<file path="config.mk">
export PLATFORM = sky130hd
export DESIGN_NAME = fifo_wr_arbiter
export DESIGN_NICKNAME = d
export VERILOG_FILES = /design/src/rtl/fifo_arb_pkg.sv /design/src/rtl/fifo_wr_arbiter_rr_pick.sv /design/src/rtl/fifo_wr_arbiter.sv
export SDC_FILE = /design/constraint.sdc
export NUM_CORES = 1
export LEC_CHECK = 0
export CAP_MARGIN = 20
export CORE_MARGIN = 8
export CORE_UTILIZATION = 40
export CTS_CLUSTER_SIZE = 12
export DETAILED_ROUTE_END_ITERATION = 16
export PLACE_DENSITY = 0.79
export REMOVE_ABC_BUFFERS = 1
export SLEW_MARGIN = 10
export SYNTH_ARGS = -nofsm -noshare
export SYNTH_HDL_FRONTEND = slang
export SYNTH_SLANG_ARGS = --single-unit
</file>
<file path="constraint.sdc">
create_clock -name clk -period 2.6 [get_ports clk]
set_input_delay 0.26 -clock clk [delete_from_list [all_inputs] [get_ports clk]]
set_output_delay 0.26 -clock clk [all_outputs]
set_load 0.03 [all_outputs]
</file>
<file path="src/rtl/fifo_arb_pkg.sv">
// Shared types and constants for the FIFO write arbiter.
// Burst mode is selected by the FIFO_ARB_BURST_EN macro in fifo_wr_arbiter.
package fifo_arb_pkg;

  typedef enum logic {
    ARB_IDLE,
    ARB_GRANT
  } arb_state_t;

  localparam int WR_COUNT_W = 16;

  function automatic int idx_w(input int n);
    return (n > 1) ? $clog2(n) : 1;
  endfunction

endpackage

</file>
<file path="src/rtl/fifo_wr_arbiter_rr_pick.sv">
// Combinational round-robin search: first set bit of req at or after start, with wrap.
module rr_pick
  import fifo_arb_pkg::*;
#(
  parameter  int NUM_REQ = 4,
  localparam int IDX_W   = idx_w(NUM_REQ)
) (
  input  logic [NUM_REQ-1:0] req,
  input  logic [IDX_W-1:0]   start,
  output logic               found,
  output logic [IDX_W-1:0]   idx
);

  localparam logic [IDX_W-1:0] LAST_IDX = IDX_W'(NUM_REQ - 1);

  logic [IDX_W-1:0] w_pos;

  always_comb begin
    found = 1'b0;
    idx   = '0;
    w_pos = start;
    for (int k = 0; k < NUM_REQ; k++) begin
      if (!found && req[w_pos]) begin
        found = 1'b1;
        idx   = w_pos;
      end
      w_pos = (w_pos == LAST_IDX) ? '0 : w_pos + IDX_W'(1);
    end
  end

endmodule

</file>
<file path="src/rtl/fifo_wr_arbiter.sv">
// Round-robin arbiter sharing one FIFO write port among NUM_REQ producers.
// Define FIFO_ARB_BURST_EN to let a grant hold the port for up to MAX_BURST beats.
module fifo_wr_arbiter
  import fifo_arb_pkg::*;
#(
  parameter  int NUM_REQ    = 4,
  parameter  int DATA_WIDTH = 8,
  parameter  int MAX_BURST  = 4,
  localparam int IDX_W      = idx_w(NUM_REQ)
) (
  input  logic                          clk,
  input  logic                          reset,
  input  logic [NUM_REQ-1:0]            req_valid,
  input  logic [NUM_REQ*DATA_WIDTH-1:0] req_data,
  output logic [NUM_REQ-1:0]            req_ready,
  input  logic                          fifo_full,
  output logic                          fifo_wr_en,
  output logic [DATA_WIDTH-1:0]         fifo_data,
  output logic                          grant_valid,
  output logic [IDX_W-1:0]              grant_id,
  output logic [WR_COUNT_W-1:0]         wr_count
);

  localparam logic [IDX_W-1:0] LAST_IDX = IDX_W'(NUM_REQ - 1);

  function automatic logic [IDX_W-1:0] wrapInc(input logic [IDX_W-1:0] x);
    return (x == LAST_IDX) ? '0 : x + IDX_W'(1);
  endfunction

  arb_state_t              r_state, w_nextState;
  logic [IDX_W-1:0]        r_grantId, w_nextGrantId;
  logic [IDX_W-1:0]        r_lastId, w_nextLastId;
  logic [IDX_W-1:0]        w_start, w_pickIdx;
  logic                    w_pickFound, w_granted, w_accept, w_release, w_limitHit;
  logic [WR_COUNT_W-1:0]   r_wrCount;

`ifdef FIFO_ARB_BURST_EN
  logic [7:0] r_beatCnt, w_nextBeatCnt;
  assign w_limitHit = (9'(r_beatCnt) + 9'd1) == 9'(MAX_BURST);
`else
  assign w_limitHit = 1'b1;
`endif

  // While granted, the search starts just past the current owner so it ranks last.
  assign w_start = (r_state == ARB_GRANT) ? wrapInc(r_grantId) : wrapInc(r_lastId);

  rr_pick #(.NUM_REQ(NUM_REQ)) u_pick (
    .req   (req_valid),
    .start (w_start),
    .found (w_pickFound),
    .idx   (w_pickIdx)
  );

  assign w_granted   = (r_state == ARB_GRANT);
  assign w_accept    = w_granted && req_valid[r_grantId] && !fifo_full;
  assign w_release   = w_granted && (!req_valid[r_grantId] || (w_accept && w_limitHit));
  assign fifo_wr_en  = w_accept;
  assign grant_valid = w_granted;
  assign grant_id    = r_grantId;
  assign wr_count    = r_wrCount;

  always_comb begin
    req_ready = '0;
    fifo_data = '0;
    if (w_granted) begin
      req_ready[r_grantId] = !fifo_full;
      fifo_data = req_data[int'(r_grantId)*DATA_WIDTH +: DATA_WIDTH];
    end
  end

  always_comb begin
    w_nextState   = r_state;
    w_nextGrantId = r_grantId;
    w_nextLastId  = r_lastId;
`ifdef FIFO_ARB_BURST_EN
    w_nextBeatCnt = w_accept ? r_beatCnt + 8'd1 : r_beatCnt;
`endif
    case (r_state)
      ARB_IDLE: begin
        if (w_pickFound) begin
          w_nextState   = ARB_GRANT;
          w_nextGrantId = w_pickIdx;
`ifdef FIFO_ARB_BURST_EN
          w_nextBeatCnt = 8'd0;
`endif
        end
      end
      ARB_GRANT: begin
        if (w_release) begin
          w_nextLastId = r_grantId;
          if (w_pickFound) begin
            w_nextGrantId = w_pickIdx;
`ifdef FIFO_ARB_BURST_EN
            w_nextBeatCnt = 8'd0;
`endif
          end else begin
            w_nextState = ARB_IDLE;
          end
        end
      end
      default: w_nextState = ARB_IDLE;
    endcase
  end

  always_ff @(posedge clk or negedge reset) begin
    if (!reset) begin
      r_state   <= ARB_IDLE;
      r_grantId <= '0;
      r_lastId  <= LAST_IDX;
      r_wrCount <= '0;
`ifdef FIFO_ARB_BURST_EN
      r_beatCnt <= 8'd0;
`endif
    end else begin
      r_state   <= w_nextState;
      r_grantId <= w_nextGrantId;
      r_lastId  <= w_nextLastId;
`ifdef FIFO_ARB_BURST_EN
      r_beatCnt <= w_nextBeatCnt;
`endif
      if (w_accept && (r_wrCount != '1)) begin
        r_wrCount <= r_wrCount + WR_COUNT_W'(1);
      end
    end
  end

endmodule

</file>
======== Yosys cells after proc, flatten, opt, wreduce, memory -nomap -nowiden ========
Cells that the tools add are included.
word-level totals
  flip-flop bits (word level) ............. 21
  bits of input ports ..................... 39
  output and inout bits ................... 32
operators by class
  add/sub/neg operators ................... 6
  $lt $le $gt $ge ......................... 6
  eq/ne operators ......................... 7
  shift operators ......................... 1
  mux-type cells .......................... 34
  bitwise gates (word level) .............. 2
  reductions and logical operators ........ 15
operators with widths
  kind                                                                          number
  32-bit by 6-bit variable part select with 8-bit output                        1
  2-bit 2-to-1 mux                                                              12
  16-bit by 1-bit adder with 16-bit output, second input constant               1
  16-bit inequality test, second input constant                                 1
  2-bit by 3-bit less-than comparator with 1-bit output, second input constant  5
  1-bit 2-to-1 mux                                                              12
  2-bit by 1-bit adder with 2-bit output, second input constant                 5
  1-bit binary-select mux with 2-bit select                                     5
  2-bit equality test, second input constant                                    5
  1-bit logical AND                                                             8
  8-bit 2-to-1 mux                                                              1
  1-bit zero test                                                               5
  4-bit bitwise AND                                                             1
  4-bit 2-to-1 mux                                                              1
  2-bit one-hot mux with 2 select lines                                         1
  1-bit demux with 2-bit select                                                 1
  2-bit by 1-bit >= comparator with 1-bit output, second input constant         1
  2-bit by 1-bit inequality test with 1-bit output, second input constant       1
  1-bit one-hot mux with 2 select lines                                         1
  2-bit AND reduction                                                           1
  1-bit logical OR                                                              1
  1-bit NOT                                                                     1

======== Depth between registers and ports, before layout ========
Gate-level depths: netlist (run 1).
  depth in word-level cells ............... 18
  mapped depth ............................ 7
  gate-level depth less buffers ........... 6

======== Hierarchy ========
A second synthesis (run 1) with hierarchy kept.
unflattened totals
  cells, all modules ...................... 168
  area total of the unflattened synthesis .. 1765.4 um2
modules (own cells, without submodules)
  module           times used  cells each  area an instance (um2)  seq. area each (um2)
  fifo_wr_arbiter  1           127         1480.2                  528.0
  rr_pick          1           41          285.3                   0.0

======== Least setup slack after synthesis (run 1) ========
Ideal clock, no wire load.
  path kind ............................... register to register
  start point ............................. register r_grantId[0], in the netlist grant_id[0]
  end point ............................... register r_grantId[1], in the netlist grant_id[1]
  library setup time ...................... 0.124 ns
  arrival time ............................ 2.127 ns
  required time ........................... 2.476 ns
  setup slack ............................. 0.349 ns
  stages on the path, launching flop included .. 8
  path buffers ............................ 1
  clock period less this slack ............ 2.251 ns
  cells stage by stage .................... dfrtp_1 buf_2 inv_1 ha_1 mux2i_1 or3b_2 a21boi_0 o31ai_1
between the ends
  cells in the longest elaborated chain, start to end .. 18
ends and longest elaborated chain
  what                                                                                             RTL line                text
  start: declaration                                                                               fifo_wr_arbiter.sv:31   logic [IDX_W-1:0] r_grantId, w_nextGrantId;
  start signal: assignment                                                                         fifo_wr_arbiter.sv:116  r_grantId <= w_nextGrantId;
  parallel branches: the longest is 18 deep, another holds 2-bit by 1-bit adder with 2-bit output  -
Parallel ways; which one is timed is not known. The select of a mux whose other input is x is not followed.
A chain may end at the register's enable or synchronous reset.

======== Worst setup path after layout (run 1) ========
  start point ............................. register r_grantId[0], in the netlist grant_id[0]
  end point ............................... output fifo_wr_en
between the ends
  cells in the longest elaborated chain, start to end .. 4
ends and longest elaborated chain
  what                                       RTL line               text
  1-bit binary-select mux with 2-bit select  fifo_wr_arbiter.sv:55  assign w_accept = w_granted && req_valid[r_grantId] && !fifo_full;
  1-bit 2-to-1 mux (not written as such)     fifo_wr_arbiter.sv:55
  1-bit logical AND (2 in a row)             fifo_wr_arbiter.sv:55
  end: declaration                           fifo_wr_arbiter.sv:17  output logic fifo_wr_en,
Every way passes these cells. The select of a mux whose other input is x is not followed.

==> results.yml, run 1 <==
place:
  dpl_cell_area_um2: 2280
  gp_congestion: 0.849
  placed_cells: 256
  hpwl_mm: 3.64
  place_ws_ns: 0.309
  port_buffers: 70
sta:
  hold_viol_final: 0
  slew_violations: 0
  worst_pin_slew_ns: 0.918
  slew_headroom_pct: 38.6
  fin_crit_sh_pct: 94.5
  finalSetupViolations: 0
  post-route-min-period_ns: 2.46
  rsz0062_at_grt: "false"
  fin_worst_skew_ns: 0.00177
  clock.fmax_mhz: 407
  setup_tns_ns: 0
  setup_ws_ns: 0.143
floorplan:
  die_w_um: 77.4
  start_util_pct: 41.5
  rows: 22
  core-area_um2: 3630
  io_pins: 71
  die_h_um: 77.4
  dieArea_um2: 5990
global_route:
  grtUsageTotal_pct: 15.3
  grtUsageMet3_pct: 5.41
  overflow: 0
  use_met1_pct: 20.7
  grtUsageMet2_pct: 23.5
  grt_pass1_wl_mm: 7.71
  antenna_found_initial: 0
  grt_max_degree: 22
  grt_pass1_vias: 1501
  top_usage_layer: "met2"
final_layout:
  drive_gt1_share_pct: 15.1
  area_growth_pct: 54.5
  post-route-util_pct: 64.0
  diodes: 0
  finalInstanceArea_um2: 2330
  fin_cells: 260
  final_common_cell: "clkdlybuf4s50_1"
  nNetsFinal: 258
  layout_common_cells: "clkdlybuf4s50_1 (70), dfrtp_1 (19), and2_1 (13), xor2_1 (12), nand2_1 (10)"
  fill_cells: 315
yosys:
  netlist_instances: 138
  synth_seq_cells: 21
  yosysSeqAreaShare_pct: 35.0
  post_synth_num_cell_types: 38
  syn_area_per_cell_um2: 10.9
  syn_area_um2: 1510
  ys_warn_count: 0
worst_setup_path:
  critPathRequiredTime_ns: 2.34
  rrSetupSlack_ns: 0.38
  crit_fanout: 16
  crit_path_start_kind: "flip-flop"
  r2r_end: "grant_id[1]$_DFFE_PN0P_"
  r2r_cells: 6
  end_kind: "output port"
  critical_path_class: "flip-flop to output port"
  r2r_start: "grant_id[1]$_DFFE_PN0P_"
  worstPathArrival_ns: 2.20
clock_tree:
  ctsHoldBuffers: 0
  clk_pin_slew_ns: 0.07
  insertion_delay_ns: 0.26
  root_buffer: "clkbuf_8"
  numClockSinks: 21
  cts_tree: "done"
  cts_resized: 0
  ctsLongestPathBuffers: 2
  cts_buffers: 3
  post_cts_buffers: 0
  cts-htree-levels: 1
pwr:
  p_leak_nw: 0.966
  peakVddDrop_mv: 0.669
  p_per_area_nw_per_um2: 838
routing:
  routed_wl_mm: 4.63
  wl_per_cell_um: 17.8
  viasPerCell: 5.51
  first_iter_violations: 75
  drc_errors: 0
  via_count: 1433
  drt_first_pass_iters: 4
  postRouteAntennaNets: 0
hold_path:
  min_path_type: "input port to async pin"
outcome:
  status: "complete, no violations"
job:
  max-cap-violations: 0
-- synth_stat cells, drive strengths merged --
cell     count  area share (%)
a2111oi      1             1.8
a211oi       8             4.0
a21boi       2             1.0
a21oi        2            0.66
a31o         1            0.58
and2        13             5.4
and3         2            0.91
and4         2             1.4
buf          4             1.2
clkbuf       1            0.25
dfrtp       19              32
dfstp        2             3.5
ha           6             5.0
inv          6             1.5
mux2         5             3.7
mux2i        1            0.66
mux4         9              13
nand2       10             2.5
nand2b       4             1.7
nand3        7             2.3
nand3b       1            0.50
nand4        3             1.7
nor2         3            0.75
nor2b        1            0.42
nor3         3             1.0
nor4         2            0.83
o211ai       1            0.50
o221ai       1            0.58
o31ai        2             1.0
o32ai        1            0.58
or3b         1            0.58
or4b         1            0.91
xnor2        1            0.58
xor2        12             7.0
-- final cells by class --
cell class	count	area (um^2)	share of cell area (%)
sequential	21	528	22.7
inverter	6	22.5	0.968
clock buffer	4	45.0	1.94
tap	48	60.1	2.58
multi-input combinational	106	933	40.1
timing repair buffer	75	738	31.7
-- per-layer routing --
layer	up-vias	part of all wire, %
met2	78	42
li1	657	-
met5	-	0
met3	4	11
met1	694	47
met4	0	0.52
-- critical path, cell delays in order (launching register included) --
cell and delay [ns]:
dfrtp_1 0.33, buf_4 0.26, mux4_2 0.60, nand2_1 0.11
inv_1 0.05, clkdlybuf4s50_1 0.59
-- worst max path at each step --
stage / startpoint / endpoint / slack, ns / cells after the start
floorplan: wr_count[6]$_DFFE_PN0P_ / wr_count[1]$_DFFE_PN0P_ / 0.27 / 4
global placement: req_valid[3] / fifo_wr_en / 0.31 / 5
detailed placement: req_valid[1] / fifo_wr_en / 0.31 / 5
CTS: grant_id[0]$_DFFE_PN0P_ / fifo_wr_en / 0.13 / 5
global route: grant_id[1]$_DFFE_PN0P_ / fifo_wr_en / 0.05 / 4
finish: grant_id[0]$_DFFE_PN0P_ / fifo_wr_en / 0.14 / 5
-- state kept, by name, indices dropped and copies added (netlist names) --
name and cells:
grant_id 2, r_lastId 2, grant_valid 1, wr_count 16
-- report_power, final --
| part | total, mW | internal, mW | switching (mW) | leakage [nW] |
|---|---|---|---|---|
| Clock | 0.212 | 0.109 | 0.103 | 0.0228 |
| Sequential | 0.519 | 0.410 | 0.109 | 0.264 |
| Combinational | 1.22 | 0.594 | 0.625 | 0.680 |
-- through the flow --
stage	hold WS, ns	power, mW
final	0.515	1.95
after global routing	0.541	2.07
after CTS	0.523	1.97
after detailed placement	0.508	1.75
after global placement	0.494	1.72
after floorplan	-0.0356	1.26
-- cell families after synthesis --
family | Yosys count | share of synthesized area, %
DFF | 21 | 35.1
and+or+nand+nor | 53 | 20.8
xor gates and xnor gates | 13 | 7.56
adders and majority gates | 6 | 4.98
AOI/OAI and AO/OA | 19 | 10.7
muxes | 15 | 17.9
buffers and inverters | 11 | 2.99
(Power assumes the default switching activity.)
==> inputs of run 2 (changes only) <==
--- a/config.mk
+++ b/config.mk
@@ -5,11 +5,12 @@
 export SDC_FILE = /design/constraint.sdc
 export NUM_CORES = 1
 export LEC_CHECK = 0
-export CAP_MARGIN = 20
+export CAP_MARGIN = 0
 export CORE_MARGIN = 8
 export CORE_UTILIZATION = 40
 export CTS_CLUSTER_SIZE = 12
 export DETAILED_ROUTE_END_ITERATION = 16
+export GPL_ROUTABILITY_DRIVEN = 0
 export PLACE_DENSITY = 0.79
 export REMOVE_ABC_BUFFERS = 1
 export SLEW_MARGIN = 10
==> results of run 2 <==
Same layout as run 1: the final DEF is identical, and so are final timing and power.
==> inputs of run 3 (changes only) <==
--- a/config.mk
+++ b/config.mk
@@ -5,13 +5,14 @@
 export SDC_FILE = /design/constraint.sdc
 export NUM_CORES = 1
 export LEC_CHECK = 0
+export ABC_AREA = 1
 export CAP_MARGIN = 0
 export CORE_MARGIN = 8
 export CORE_UTILIZATION = 40
 export CTS_CLUSTER_SIZE = 12
 export DETAILED_ROUTE_END_ITERATION = 16
 export GPL_ROUTABILITY_DRIVEN = 0
-export PLACE_DENSITY = 0.79
+export PLACE_DENSITY = 0.75
 export REMOVE_ABC_BUFFERS = 1
 export SLEW_MARGIN = 10
 export SYNTH_ARGS = -nofsm -noshare
==> results.yml, run 3 <==
outcome:
  status: "complete, no violations"
floorplan:
  rows: 24
  core-area_um2: 4320
  io_pins: 71
  die_h_um: 82.6
  start_util_pct: 41.1
  die_w_um: 82.6
  dieArea_um2: 6830
yosys:
  synthAdderAreaFrac_pct: 4.23
  synth_flop_cell: "dfrtp_1"
  synth_top_cell_by_area: "dfrtp_1"
  synth_top_area_share_pct: 26.8
  ys_warn_count: 0
  synth-edff-count: 0
  async_flop_share_pct: 100
  synth_seq_cells: 21
  yosys.area_share.xor_xnor_pct: 7.40
  syn_area_um2: 1780
  synthTopCellsByCount: "nand2_1 (65), nor2_1 (52), nand3_1 (24), inv_1 (21), o21ai_0 (21)"
  ys_top_cells_by_area: "dfrtp_1 (27%), nand2_1 (14%), nor2_1 (11%)"
  synth.most_common_cell: "nand2_1"
  synth-simple-area-share_pct: 40.5
  synthMuxAreaShare_pct: 0
  synth_compound_area_share_pct: 10.0
  netlist_instances: 270
  post_synth_num_cell_types: 26
  yosysSeqAreaShare_pct: 29.7
  synth_top_family_by_area: "simple AND/OR/NAND/NOR gates"
  syn_area_per_cell_um2: 6.58
worst_setup_path:
  cp_top_family: "buffers and inverters"
  slowest_stage: "clkdlybuf4s50_1"
  r2r_cells: 14
  critical_path_class: "flip-flop to output port"
  path_common_cell: "nor2_1"
  worstPathArrival_ns: 2.15
  critPathMaxStageDelay_ns: 0.71
  crit_chain: "buf_4 > nor2_1 > nor2_1 > o21ai_0 > a21oi_1 > clkdlybuf4s50_1"
  crit_fanout: 19
  critPathRequiredTime_ns: 2.34
  crit_path_start_kind: "flip-flop"
  r2r_start: "grant_id[1]$_DFFE_PN0P_"
  end_kind: "output port"
  cp_num_buf_inv: 2
  startpoint: "grant_id[0]$_DFFE_PN0P_"
  cp.depth: 6
final_layout:
  fill_cells: 411
  regArea_um2: 528
  diodes: 0
  fin_cells: 392
  drive_gt1_share_pct: 7.35
  largest_reg_flops: 16
  final_common_cell: "clkdlybuf4s50_1"
  nNetsFinal: 386
  multiInputGateArea_um2: 1100
  layout_common_cells: "clkdlybuf4s50_1 (70), nand2_1 (65), nor2_1 (52), nand3_1 (24)"
  area_growth_pct: 44.5
clock_tree:
  root_buffer: "clkbuf_8"
  cts-htree-levels: 1
  cts_resized: 0
  insertion_delay_ns: 0.26
  ctsHoldBuffers: 0
  cts_buffers: 3
  numClockSinks: 21
  clk_pin_slew_ns: 0.08
  ctsLongestPathBuffers: 2
  cts_tree: "done"
  post_cts_buffers: 0
routing:
  wl_per_cell_um: 13.4
  drt_first_pass_iters: 4
  routed_wl_mm: 5.27
  first_iter_violations: 68
  drc_errors: 0
  viasPerCell: 4.95
  postRouteAntennaNets: 0
  via_count: 1939
sta:
  worst_pin_slew_ns: 0.418
  finalSetupViolations: 0
  fin_worst_skew_ns: 0.00773
  slew_headroom_pct: 72.1
  whs_ns: 0.342
  setup_ws_ns: 0.187
  setup_tns_ns: 0
  fin_crit_sh_pct: 92.8
  slew_violations: 0
  post-route-min-period_ns: 2.41
  clock.fmax_mhz: 414
  rsz0062_at_grt: "false"
  hold_viol_final: 0
global_route:
  grt_pass1_wl_mm: 8.85
  grt_pass1_vias: 1902
  overflow: 0
  grt_max_degree: 22
  antenna_found_initial: 0
  grtUsageTotal_pct: 16.2
pwr:
  p_leak_nw: 1.21
  peakVddDrop_mv: 0.650
  p_per_area_nw_per_um2: 1060
place:
  hpwl_mm: 4.18
  port_buffers: 70
  placed_cells: 388
  place_ws_ns: 0.347
job:
  max-cap-violations: 0
hold_path:
  min_path_type: "input port to async pin"
==> run 3: cell type report <==
| class | count | area share [%] |
|---|---|---|
| Inverter | 23 | 3.36 |
| Clock inverter | 1 | 0.195 |
| Timing Repair Buffer | 75 | 28.8 |
| Multi-Input combinational cell | 217 | 43.0 |
| Tap cell | 52 | 2.54 |
| Clock buffer | 3 | 1.61 |
| Sequential cell | 21 | 20.6 |
==> run 3: cells by family after synthesis <==
kind of cell | count (synthesis)
compound gates | 34
buf+inv | 32
simple gates | 162
xor+xnor | 15
flops | 21
fa+ha+maj | 6
==> run 3: final timing paths <==
| kind | slack [ns] | to |
|---|---|---|
| worst max-delay path | 0.19 | fifo_data[1] |
| worst min-delay path | 0.34 | wr_count[7]$_DFFE_PN0P_ |
| worst max register to register | 0.42 | grant_id[1]$_DFFE_PN0P_ |
| worst min register to register | 0.51 | r_lastId[1]$_DFFE_PN1P_ |
| max in group asynchronous | 1.99 | r_lastId[0]$_DFFE_PN1P_ |
| min in group clk | 0.51 | r_lastId[1]$_DFFE_PN1P_ |
==> run 3: stage by stage <==
step | util [%] | cell area (um^2) | total power, mW
3_5_place_dp | 58.3 | 2520 | 2.50
4_1_cts | 59.3 | 2570 | 2.71
5_1_grt | 59.3 | 2570 | 2.96
6_report | 59.3 | 2570 | 2.71
2_1_floorplan | - | 1720 | 1.81
3_3_place_gp | 58.3 | 2520 | 2.47
==> run 3: report_power, final <==
part	switching [mW]	total [mW]	internal, mW
clock	0.105	0.211	0.107
sequential	0.0802	0.490	0.409
combinational	1.26	2.01	0.745
==> run 3: metal layers <==
metal	vias up	part of all wire (%)	wire (um)	global-route usage, %
met5	-	0	0	0
met4	0	1.1	58	4.31
met3	8	5.8	305	2.81
met2	48	50	2620	29.8
met1	881	43	2290	18.7
li1	1002	-	-	-
